===== config.mk =====
export PLATFORM = sky130hd
export DESIGN_NAME = pkt_order_fifo_flat
export DESIGN_NICKNAME = d
export VERILOG_FILES = /design/src/rtl/pkt_order_fifo_if.sv /design/src/rtl/pkt_order_fifo.sv /design/src/flat_wrapper.sv
export SDC_FILE = /design/constraint.sdc
export NUM_CORES = 1
export LEC_CHECK = 0
export ABC_AREA = 1
export CAP_MARGIN = 20
export CORE_ASPECT_RATIO = 1.75
export CORE_MARGIN = 4
export CORE_UTILIZATION = 30
export CTS_CLUSTER_DIAMETER = 150
export DETAILED_ROUTE_END_ITERATION = 16
export GPL_TIMING_DRIVEN = 0
export PLACE_DENSITY = 0.58
export SYNTH_ARGS = -nofsm -noshare
export SYNTH_HDL_FRONTEND = slang
export SYNTH_SLANG_ARGS = --single-unit

===== constraint.sdc =====
create_clock -name clk -period 2.2 [get_ports clk]
set_input_delay 0.22 -clock clk [delete_from_list [all_inputs] [get_ports clk]]
set_output_delay 0.22 -clock clk [all_outputs]
set_load 0.005 [all_outputs]

===== src/rtl/pkt_order_fifo_if.sv =====
// Bus bundle for pkt_order_fifo: write/read handshakes, control strobes and status.
// The master drives push/pop/flush/err_clr and the FIFO (slave) returns data and flags.
interface pkt_order_fifo_if #(
    parameter int DATA_W = 8,
    parameter int DEPTH  = 8
);
    localparam int CNT_W = $clog2(DEPTH + 1);

    logic              flush;
    logic              w_enable;
    logic [DATA_W-1:0] w_data;
    logic              r_enable;
    logic [DATA_W-1:0] r_data;
    logic              err_clr;
    logic              empty;
    logic              full;
    logic              almost_full;
    logic              almost_empty;
    logic [CNT_W-1:0]  count;
    logic              overflow;
    logic              underflow;

    modport master (
        output flush, w_enable, w_data, r_enable, err_clr,
        input  r_data, empty, full, almost_full, almost_empty, count, overflow, underflow
    );

    modport slave (
        input  flush, w_enable, w_data, r_enable, err_clr,
        output r_data, empty, full, almost_full, almost_empty, count, overflow, underflow
    );
endinterface


===== src/rtl/pkt_order_fifo.sv =====
// Show-ahead packet-order FIFO with any DEPTH >= 2, threshold flags and sticky error flags.
// Memory is deliberately left out of reset; r_data is forced to zero whenever the FIFO is empty.
module pkt_order_fifo #(
    parameter int DATA_W   = 8,
    parameter int DEPTH    = 8,
    parameter int AF_LEVEL = DEPTH - 1,
    parameter int AE_LEVEL = 1
) (
    input  logic               clk,
    input  logic               rst,
    pkt_order_fifo_if.slave    bus
);
    localparam int CNT_W = $clog2(DEPTH + 1);
    localparam int PTR_W = $clog2(DEPTH);
    localparam logic [CNT_W-1:0] FULL_CNT = CNT_W'(DEPTH);

    logic [DATA_W-1:0] mem_q [DEPTH];
    logic [DATA_W-1:0] mem_d [DEPTH];
    logic [PTR_W-1:0]  wptr_q, wptr_d;
    logic [PTR_W-1:0]  rptr_q, rptr_d;
    logic [CNT_W-1:0]  count_q, count_d;
    logic              overflow_q, overflow_d;
    logic              underflow_q, underflow_d;
    logic              rd_ok, wr_ok;

    // Explicit compare-and-wrap so non-power-of-two depths never index past the array.
    function automatic logic [PTR_W-1:0] ptr_inc(input logic [PTR_W-1:0] p);
        return (p == PTR_W'(DEPTH - 1)) ? '0 : p + PTR_W'(1);
    endfunction

    always_comb begin
        rd_ok       = bus.r_enable && (count_q != '0);
        wr_ok       = bus.w_enable && ((count_q != FULL_CNT) || rd_ok);
        mem_d       = mem_q;
        wptr_d      = wptr_q;
        rptr_d      = rptr_q;
        count_d     = count_q;
        overflow_d  = overflow_q && !bus.err_clr;
        underflow_d = underflow_q && !bus.err_clr;
        if (bus.flush) begin
            // Flush swallows any push/pop this cycle, so nothing counts as dropped.
            wptr_d  = '0;
            rptr_d  = '0;
            count_d = '0;
        end else begin
            if (wr_ok) begin
                mem_d[wptr_q] = bus.w_data;
                wptr_d        = ptr_inc(wptr_q);
            end
            if (rd_ok) begin
                rptr_d = ptr_inc(rptr_q);
            end
            if (wr_ok && !rd_ok) begin
                count_d = count_q + CNT_W'(1);
            end else if (rd_ok && !wr_ok) begin
                count_d = count_q - CNT_W'(1);
            end
            if (bus.w_enable && !wr_ok) begin
                overflow_d = 1'b1;
            end
            if (bus.r_enable && !rd_ok) begin
                underflow_d = 1'b1;
            end
        end
    end

    always_ff @(posedge clk) begin
        if (rst) begin
            wptr_q      <= '0;
            rptr_q      <= '0;
            count_q     <= '0;
            overflow_q  <= 1'b0;
            underflow_q <= 1'b0;
        end else begin
            wptr_q      <= wptr_d;
            rptr_q      <= rptr_d;
            count_q     <= count_d;
            overflow_q  <= overflow_d;
            underflow_q <= underflow_d;
        end
    end

    always_ff @(posedge clk) begin
        mem_q <= mem_d;
    end

    assign bus.r_data       = (count_q == '0) ? '0 : mem_q[rptr_q];
    assign bus.empty        = (count_q == '0);
    assign bus.full         = (count_q == FULL_CNT);
    assign bus.almost_full  = (count_q >= CNT_W'(AF_LEVEL));
    assign bus.almost_empty = (count_q <= CNT_W'(AE_LEVEL));
    assign bus.count        = count_q;
    assign bus.overflow     = overflow_q;
    assign bus.underflow    = underflow_q;
endmodule

===== src/flat_wrapper.sv =====
// flat-port wrapper written by rule: the top's interface ports become plain ports
module pkt_order_fifo_flat 
#(
    parameter int DATA_W   = 8,
    parameter int DEPTH    = 8,
    parameter int AF_LEVEL = DEPTH - 1,
    parameter int AE_LEVEL = 1
)
  (clk, rst, bus_flush, bus_w_enable, bus_w_data, bus_r_enable, bus_err_clr, bus_r_data, bus_empty, bus_full, bus_almost_full, bus_almost_empty, bus_count, bus_overflow, bus_underflow);
  pkt_order_fifo_if #(.DATA_W(DATA_W), .DEPTH(DEPTH)) bus_i ();
  input  logic clk;
  input  logic rst;
  input wire logic [$bits(bus_i.flush)-1:0] bus_flush;
  input wire logic [$bits(bus_i.w_enable)-1:0] bus_w_enable;
  input wire logic [$bits(bus_i.w_data)-1:0] bus_w_data;
  input wire logic [$bits(bus_i.r_enable)-1:0] bus_r_enable;
  input wire logic [$bits(bus_i.err_clr)-1:0] bus_err_clr;
  output wire logic [$bits(bus_i.r_data)-1:0] bus_r_data;
  output wire logic [$bits(bus_i.empty)-1:0] bus_empty;
  output wire logic [$bits(bus_i.full)-1:0] bus_full;
  output wire logic [$bits(bus_i.almost_full)-1:0] bus_almost_full;
  output wire logic [$bits(bus_i.almost_empty)-1:0] bus_almost_empty;
  output wire logic [$bits(bus_i.count)-1:0] bus_count;
  output wire logic [$bits(bus_i.overflow)-1:0] bus_overflow;
  output wire logic [$bits(bus_i.underflow)-1:0] bus_underflow;
  assign bus_i.flush = bus_flush;
  assign bus_i.w_enable = bus_w_enable;
  assign bus_i.w_data = bus_w_data;
  assign bus_i.r_enable = bus_r_enable;
  assign bus_i.err_clr = bus_err_clr;
  assign bus_r_data = bus_i.r_data;
  assign bus_empty = bus_i.empty;
  assign bus_full = bus_i.full;
  assign bus_almost_full = bus_i.almost_full;
  assign bus_almost_empty = bus_i.almost_empty;
  assign bus_count = bus_i.count;
  assign bus_overflow = bus_i.overflow;
  assign bus_underflow = bus_i.underflow;
  pkt_order_fifo #(.DATA_W(DATA_W), .DEPTH(DEPTH), .AF_LEVEL(AF_LEVEL), .AE_LEVEL(AE_LEVEL)) u_core (.clk(clk), .rst(rst), .bus(bus_i));
endmodule

Word level (Yosys, flattened, before mapping) --
Cells that the tools add are included.
Cells by class: $add $sub $neg 4, $lt $le $gt $ge 5, equality and inequality tests 4, multiplexer cells 15, bitwise gates (word level) 3, reduce and logical (&&, ||, !) cells 18
Operators with widths (count):
- bitwise mux 64 bit | 1
- 2-to-1 mux 8 bit | 4
- binary-select mux 8 bit (select 3 bit) | 1
- demux 8 bit (select 3 bit) | 1
- logical AND 1 bit | 9
- >= comparator 4 bit (second input constant) | 2
- 2-to-1 mux 4 bit | 2
- NOT 3 -> 4 bit | 2
- adder 3 x 1 -> 3 bit (second input constant) | 2
- == test 3 bit (second input constant) | 2
- 2-to-1 mux 3 bit | 2
- adder 4 x 1 -> 4 bit (second input constant) | 1
- == test 4 bit (second input constant) | 1
- >= comparator 4 x 3 -> 1 bit (second input constant) | 1
- <= comparator 4 x 1 -> 1 bit (second input constant) | 1
- logical NOT 4 bit | 1
- less-than comparator 4 x 1 -> 1 bit (second input constant) | 1
- 2-to-1 mux 1 bit | 4
- != test 4 bit (second input constant) | 1
- nonzero test 4 bit | 1
- subtractor 4 x 1 -> 4 bit (second input constant) | 1
- logical NOT 1 bit | 3
- AND reduction 2 bit | 1
- nonzero test 2 bit | 1
- 3 further kinds | 3
Storage, ports and cells: register bits after elaboration 76, input bits 14, logic and storage cells 62

Longest topological paths before layout --
depth in word-level cells 8, depth in mapped cells 11, depth with buffers taken out 11

Worst setup path after synthesis --
OpenSTA, ideal clock, no wires.
path type reg-to-reg, from reg u_core.count_q[0], in the netlist u_core.bus.count[0], to reg u_core.mem_q[48] (netlist name) (enable), arrival time 1666 ps, data required time 1817 ps, path slack 151 ps, stages on the path, launching flop included 6, clock period less this slack 2049 ps, cell sequence dfxtp_1 -> inv_1 -> ha_1 -> nand4_4 -> nand3_4 -> nor3_1
Between the ends: longest elaborated chain between the ends 5
Ends and longest elaborated chain:
- start: declaration | RTL line pkt_order_fifo.sv:21 | logic [CNT_W-1:0] count_q, count_d;
- start signal: assignment | RTL line pkt_order_fifo.sv:77 | count_q <= count_d;
- nonzero test 4 bit | RTL line pkt_order_fifo.sv:32 | rd_ok = bus.r_enable && (count_q != '0);
- logical AND 1 bit | RTL line pkt_order_fifo.sv:32
- logical OR 1 bit (*) | RTL line pkt_order_fifo.sv:33 | wr_ok = bus.w_enable && ((count_q != FULL_CNT) || rd_ok);
- logical AND 1 bit (*) | RTL line pkt_order_fifo.sv:33
- AND reduction 2 bit (no line) (*)
- end signal: assignment | RTL line pkt_order_fifo.sv:84 | mem_q <= mem_d;
- end: declaration | RTL line pkt_order_fifo.sv:17 | logic [DATA_W-1:0] mem_q [DEPTH];
Mark *: on every way between the ends. The rest lies on a longest branch, timed or not. A chain may end at the register's enable or synchronous reset.

Worst setup path in the final report --
from reg u_core.rptr_q[0], to out bus_r_data[5]
Between the ends: longest elaborated chain between the ends 5
Ends and longest elaborated chain:
- start: declaration | RTL line pkt_order_fifo.sv:20 | logic [PTR_W-1:0] rptr_q, rptr_d;
- start signal: assignment | RTL line pkt_order_fifo.sv:76 | rptr_q <= rptr_d;
- NOT 3 -> 4 bit (implied by the code) | RTL line pkt_order_fifo.sv:87 | assign bus.r_data = (count_q == '0) ? '0 : mem_q[rptr_q];
- binary-select mux 8 bit (select 3 bit) | RTL line pkt_order_fifo.sv:87
- 2-to-1 mux 8 bit (implied by the code) (2 in series) | RTL line pkt_order_fifo.sv:87
- 2-to-1 mux 8 bit | RTL line pkt_order_fifo.sv:87
- end: declaration | RTL line flat_wrapper.sv:18 | output wire logic [$bits(bus_i.r_data)-1:0] bus_r_data;
Every way passes these cells. The select of a mux whose other input is x is not followed.

==> qor.txt <==
STATUS
---------------------------------------------------------------------------------
Run status                                                           finished, final reports clean

ROUTE
---------------------------------------------------------------------------------
DRC violation count after routing                                               0
Via-to-Cell Ratio                                                            4.37
Router iterations before antenna repair                                         4
Total detailed-routing wirelength                                    8290 microns
Post-route antenna net violation count                                          0
Vias after detailed routing                                                  2680
Routed length per placed instance                                    13.5 microns
Detailed Route Iter0 Violations                                               192

TIMING
---------------------------------------------------------------------------------
Min Hold Slack                                                           0.341 ns
Crit share post-route                                                       0.978
Fin. max-slew vios                                                              0
Peak Freq                                                               0.465 GHz
Unrepaired setup endpoints after global routing                                no
Final hold viol count                                                           0
Worst slew pin tran                                                      0.637 ns
Worst-case setup margin in the final layout                             0.0493 ns
Clk_skew                                                               0.00803 ns
Final count of negative-setup-slack endpoints                                   0
Shortest period the worst path allows                                     2.15 ns
Relative slew slack                                                         0.574

LAYOUT
---------------------------------------------------------------------------------
Ratio of cells with drive above 1 in the final layout                       0.125
# diodes                                                                        0
Cell Count, Final, Fillers Out                                                613
Post-layout nets                                                              466
Layout-stage area growth over the synthesis result                          24.8%
Post-layout utilization of the core                                         0.382

PLACED DESIGN
---------------------------------------------------------------------------------
Placer's final routability congestion estimate                              0.832
Placed wire-length estimate after detailed placement                 5950 microns
Post-placement setup slack                                              -0.195 ns
Post-Place Cells                                                              595
Port-buffer cells                                                              30

POWER
---------------------------------------------------------------------------------
Post-layout total power                                                   3.50 mW
Standby leakage power                                                     2.06 nW
Worst IR Drop VDD                                                        0.343 mV
Net Sw Power                                                             0.842 mW
Net switching fraction of the power                                         0.240
Total internal power                                                      2.66 mW
Combinational Power Share                                                   0.152
Sequential share of power                                                   0.461
Share of total power in the clock network                                   0.387
PD cells                                                              759 mW/mm^2

SETUP PATH
---------------------------------------------------------------------------------
Maximum cell stage delay along the critical path                          0.52 ns
Crit path kind                                                            reg2out
Critical-path maximum fanout                                                   10
Endpoint of the worst-slack reg-to-reg timing path                   u_core.mem_q[27]
Worst path top cell family by delay                                  buffers and inverters
Reg-to-reg setup timing slack                                             0.18 ns
CP Buf/Inv Count                                                                4
Launching element type of the critical path                              register
Required time at the endpoint of the critical path                        1.98 ns
Start of the worst register-to-register path                         u_core.bus.count[0]
Standard cell with the maximum stage delay on the critical path      sky130_fd_sc_hd__clkdlybuf4s50_1
Ordered list of cells on the worst path                              buf_6, inv_4, buf_6, nand2_1, nand3_1, nand2_1, nor2_1, nor2_1, clkdlybuf4s50_1
Number of cell instances on the worst register-to-register path                 6
Crit path capture                                                    bus_r_data[5]
Data arrival, critical path                                               1.93 ns
Crit. Startpoint                                                     u_core.rptr_q[0]
Worst Setup End Kind                                                 primary output
Crit path depth                                                                 9

SYNTH
---------------------------------------------------------------------------------
Combined area of all synthesized cells                               0.00370 sq mm
Synth top area share                                                        0.520
Fraction of registers with async set/reset                                      0
Sequential cell area fraction in the yosys report                           0.585
Seq cells post-synth                                                           76
Most common library cells after synthesis                            sky130_fd_sc_hd__nand2_1, sky130_fd_sc_hd__inv_1, sky130_fd_sc_hd__edfxtp_1
Gate count of the mapped netlist                                              394
Count of unique library cells instantiated by Yosys                            25
Avg Inst Size Synth                                                    9.38 sq um
Most numerous cell in the Yosys netlist                              sky130_fd_sc_hd__nand2_1
Count of flip-flops with a built-in enable after synthesis                     64
Count of yosys warnings during synthesis                                        0
Synth area leaders                                                   sky130_fd_sc_hd__edfxtp_1, sky130_fd_sc_hd__nand2_1, sky130_fd_sc_hd__inv_1
Post-Syn Nets                                                                 417
Leading register cell type out of synthesis                          sky130_fd_sc_hd__edfxtp_1
Cell taking the most area after synthesis                            sky130_fd_sc_hd__edfxtp_1

CTS
---------------------------------------------------------------------------------
Source-to-sink clock delay at the later pin of the worst-skew pair        0.33 ns
Clock tree sinks                                                               76
Clock transition at path regs                                             0.06 ns
Clock root buffer                                                    sky130_fd_sc_hd__clkbuf_16
Total CTS buffers                                                               9
CTS HTree Levels                                                                3
Clock tree from TritonCTS                                                    done
Number of buffers on the longest clock path                                     2

FLOW RUN
---------------------------------------------------------------------------------
# Max-Cap Violations                                                            0

GRT
---------------------------------------------------------------------------------
Overflow after GRT                                                              0
Via count of the first global-routing pass                                   2635
Pin count of the biggest net entering global routing                           13
Global Route Usage Sum                                                      0.123
Global-route wire length before repair                               13100 microns
Initial antenna violation count                                                 0

FLOORPLANNING
---------------------------------------------------------------------------------
Initial Util                                                                0.306
Total Die Area                                                       0.0142 sq mm
Core Footprint                                                       0.0121 sq mm
Count of standard-cell rows                                                    53
Chip Width                                                           91.9 microns
Io pins                                                                        32
Height of the die                                                     155 microns

MIN PATH
---------------------------------------------------------------------------------
Worst hold path class                                                      in2reg

-- timing repair --
| item | in CTS | in global routing |
|---|---|---|
| pin swaps | 1 | 1 |
| hold buffers | 0 | 0 |
| resized for setup | 9 | 15 |
| setup endpoints to repair | 51 | 26 |
| setup buffers | 1 | 1 |
-- tightest hold or removal path: cells and delay by family --
kind,cells,cell delay (ns)
buffers and inverters,1,0.21
AOI/OAI and AO/OA,1,0.07
and+or+nand+nor,1,0.12
-- registers in the layout (all words and copies together) (netlist names) --
name,flops
u_core.bus.count,4
u_core.bus.overflow,1
u_core.bus.underflow,1
u_core.mem_q,64
u_core.rptr_q,3
u_core.wptr_q,3
-- metrics by stage --
step	TNS, ns	area [sq um]
floorplan	0	3700
global placement	-29.56	4200
detailed placement	-4.47	4250
CTS	-0.00870	4560
global route	0	4610
finish	0	4610
-- cell families after synthesis --
| group | share of synthesized area |
|---|---|
| DFF | 0.585 |
| xor gates and xnor gates | 0.00237 |
| adders and majority gates | 0.0305 |
| AOI/OAI and AO/OA | 0.0196 |
| and+or+nand+nor | 0.234 |
| buffers and inverters | 0.129 |
-- area by class of cell --
class	instances	area (sq um)
buffer	14	156
clock buffer	14	265
clock inverter	2	10.0
fill	1210	7450
inverter	84	330
multi-input combinational	220	1110
sequential	76	2170
tap	165	206
timing repair buffer	38	367
-- layout by cell type (no fill, tap or decap), types with 2 or more instances in the layout --
cell / netlist / layout
sky130_fd_sc_hd__clkbuf_16: 0 / 10
sky130_fd_sc_hd__clkdlybuf4s50_1: 0 / 24
sky130_fd_sc_hd__edfxtp_1: 64 / 64
sky130_fd_sc_hd__buf_2: 0 / 2
sky130_fd_sc_hd__dfxtp_2: 0 / 3
sky130_fd_sc_hd__inv_4: 1 / 2
sky130_fd_sc_hd__nand2_1: 99 / 99
sky130_fd_sc_hd__inv_1: 79 / 77
sky130_fd_sc_hd__clkinv_2: 0 / 2
sky130_fd_sc_hd__o21ai_1: 3 / 3
sky130_fd_sc_hd__ha_1: 9 / 8
sky130_fd_sc_hd__buf_6: 7 / 6
sky130_fd_sc_hd__nor3_1: 11 / 6
sky130_fd_sc_hd__buf_4: 2 / 8
sky130_fd_sc_hd__o21ai_0: 5 / 5
sky130_fd_sc_hd__dfxtp_1: 12 / 9
sky130_fd_sc_hd__nor2_1: 34 / 32
sky130_fd_sc_hd__clkbuf_8: 4 / 4
sky130_fd_sc_hd__nor2_2: 0 / 2
sky130_fd_sc_hd__clkbuf_1: 0 / 4
sky130_fd_sc_hd__a21oi_1: 5 / 5
sky130_fd_sc_hd__dlymetal6s2s_1: 0 / 5
sky130_fd_sc_hd__nand3_1: 46 / 46
sky130_fd_sc_hd__inv_2: 3 / 3
sky130_fd_sc_hd__nor3_2: 0 / 3
sky130_fd_sc_hd__nor3_4: 0 / 2
sky130_fd_sc_hd__nand3_4: 2 / 2
-- power groups by stage --
stage                     registers (mW)  clock network, mW  logic (mW)
after floorplan                     1.64                  0       0.293
after global placement              1.64                  0       0.509
after detailed placement            1.64                  0       0.520
after CTS                           1.61               1.38       0.535
after global routing                1.62               1.44       0.594
final                               1.62               1.36       0.531
-- worst min path at each step --
| stage | slack (ns) | cells past startpoint | from | to |
|---|---|---|---|---|
| 5_1_grt | 0.39 | 3 | bus_w_enable | u_core.bus.overflow |
| 3_3_place_gp | 0.45 | 2 | u_core.bus.underflow | u_core.bus.underflow |
| 3_5_place_dp | 0.46 | 2 | u_core.bus.underflow | u_core.bus.underflow |
| 2_1_floorplan | 0.31 | 1 | bus_err_clr | u_core.bus.underflow |
| 4_1_cts | 0.33 | 3 | bus_w_enable | u_core.bus.overflow |
| 6_report | 0.34 | 3 | bus_w_enable | u_core.bus.overflow |
-- layer usage --
layer / wire length [microns] / track usage / part of all wire / vias to the layer above
met5: 0 / 0 / 0 / -
met4: 453 / 0.0992 / 0.055 / 0
met3: 284 / 0.0200 / 0.034 / 28
met2: 4480 / 0.224 / 0.54 / 75
met1: 3070 / 0.120 / 0.37 / 1232
li1: - / - / - / 1345
(Power assumes the default switching activity.)
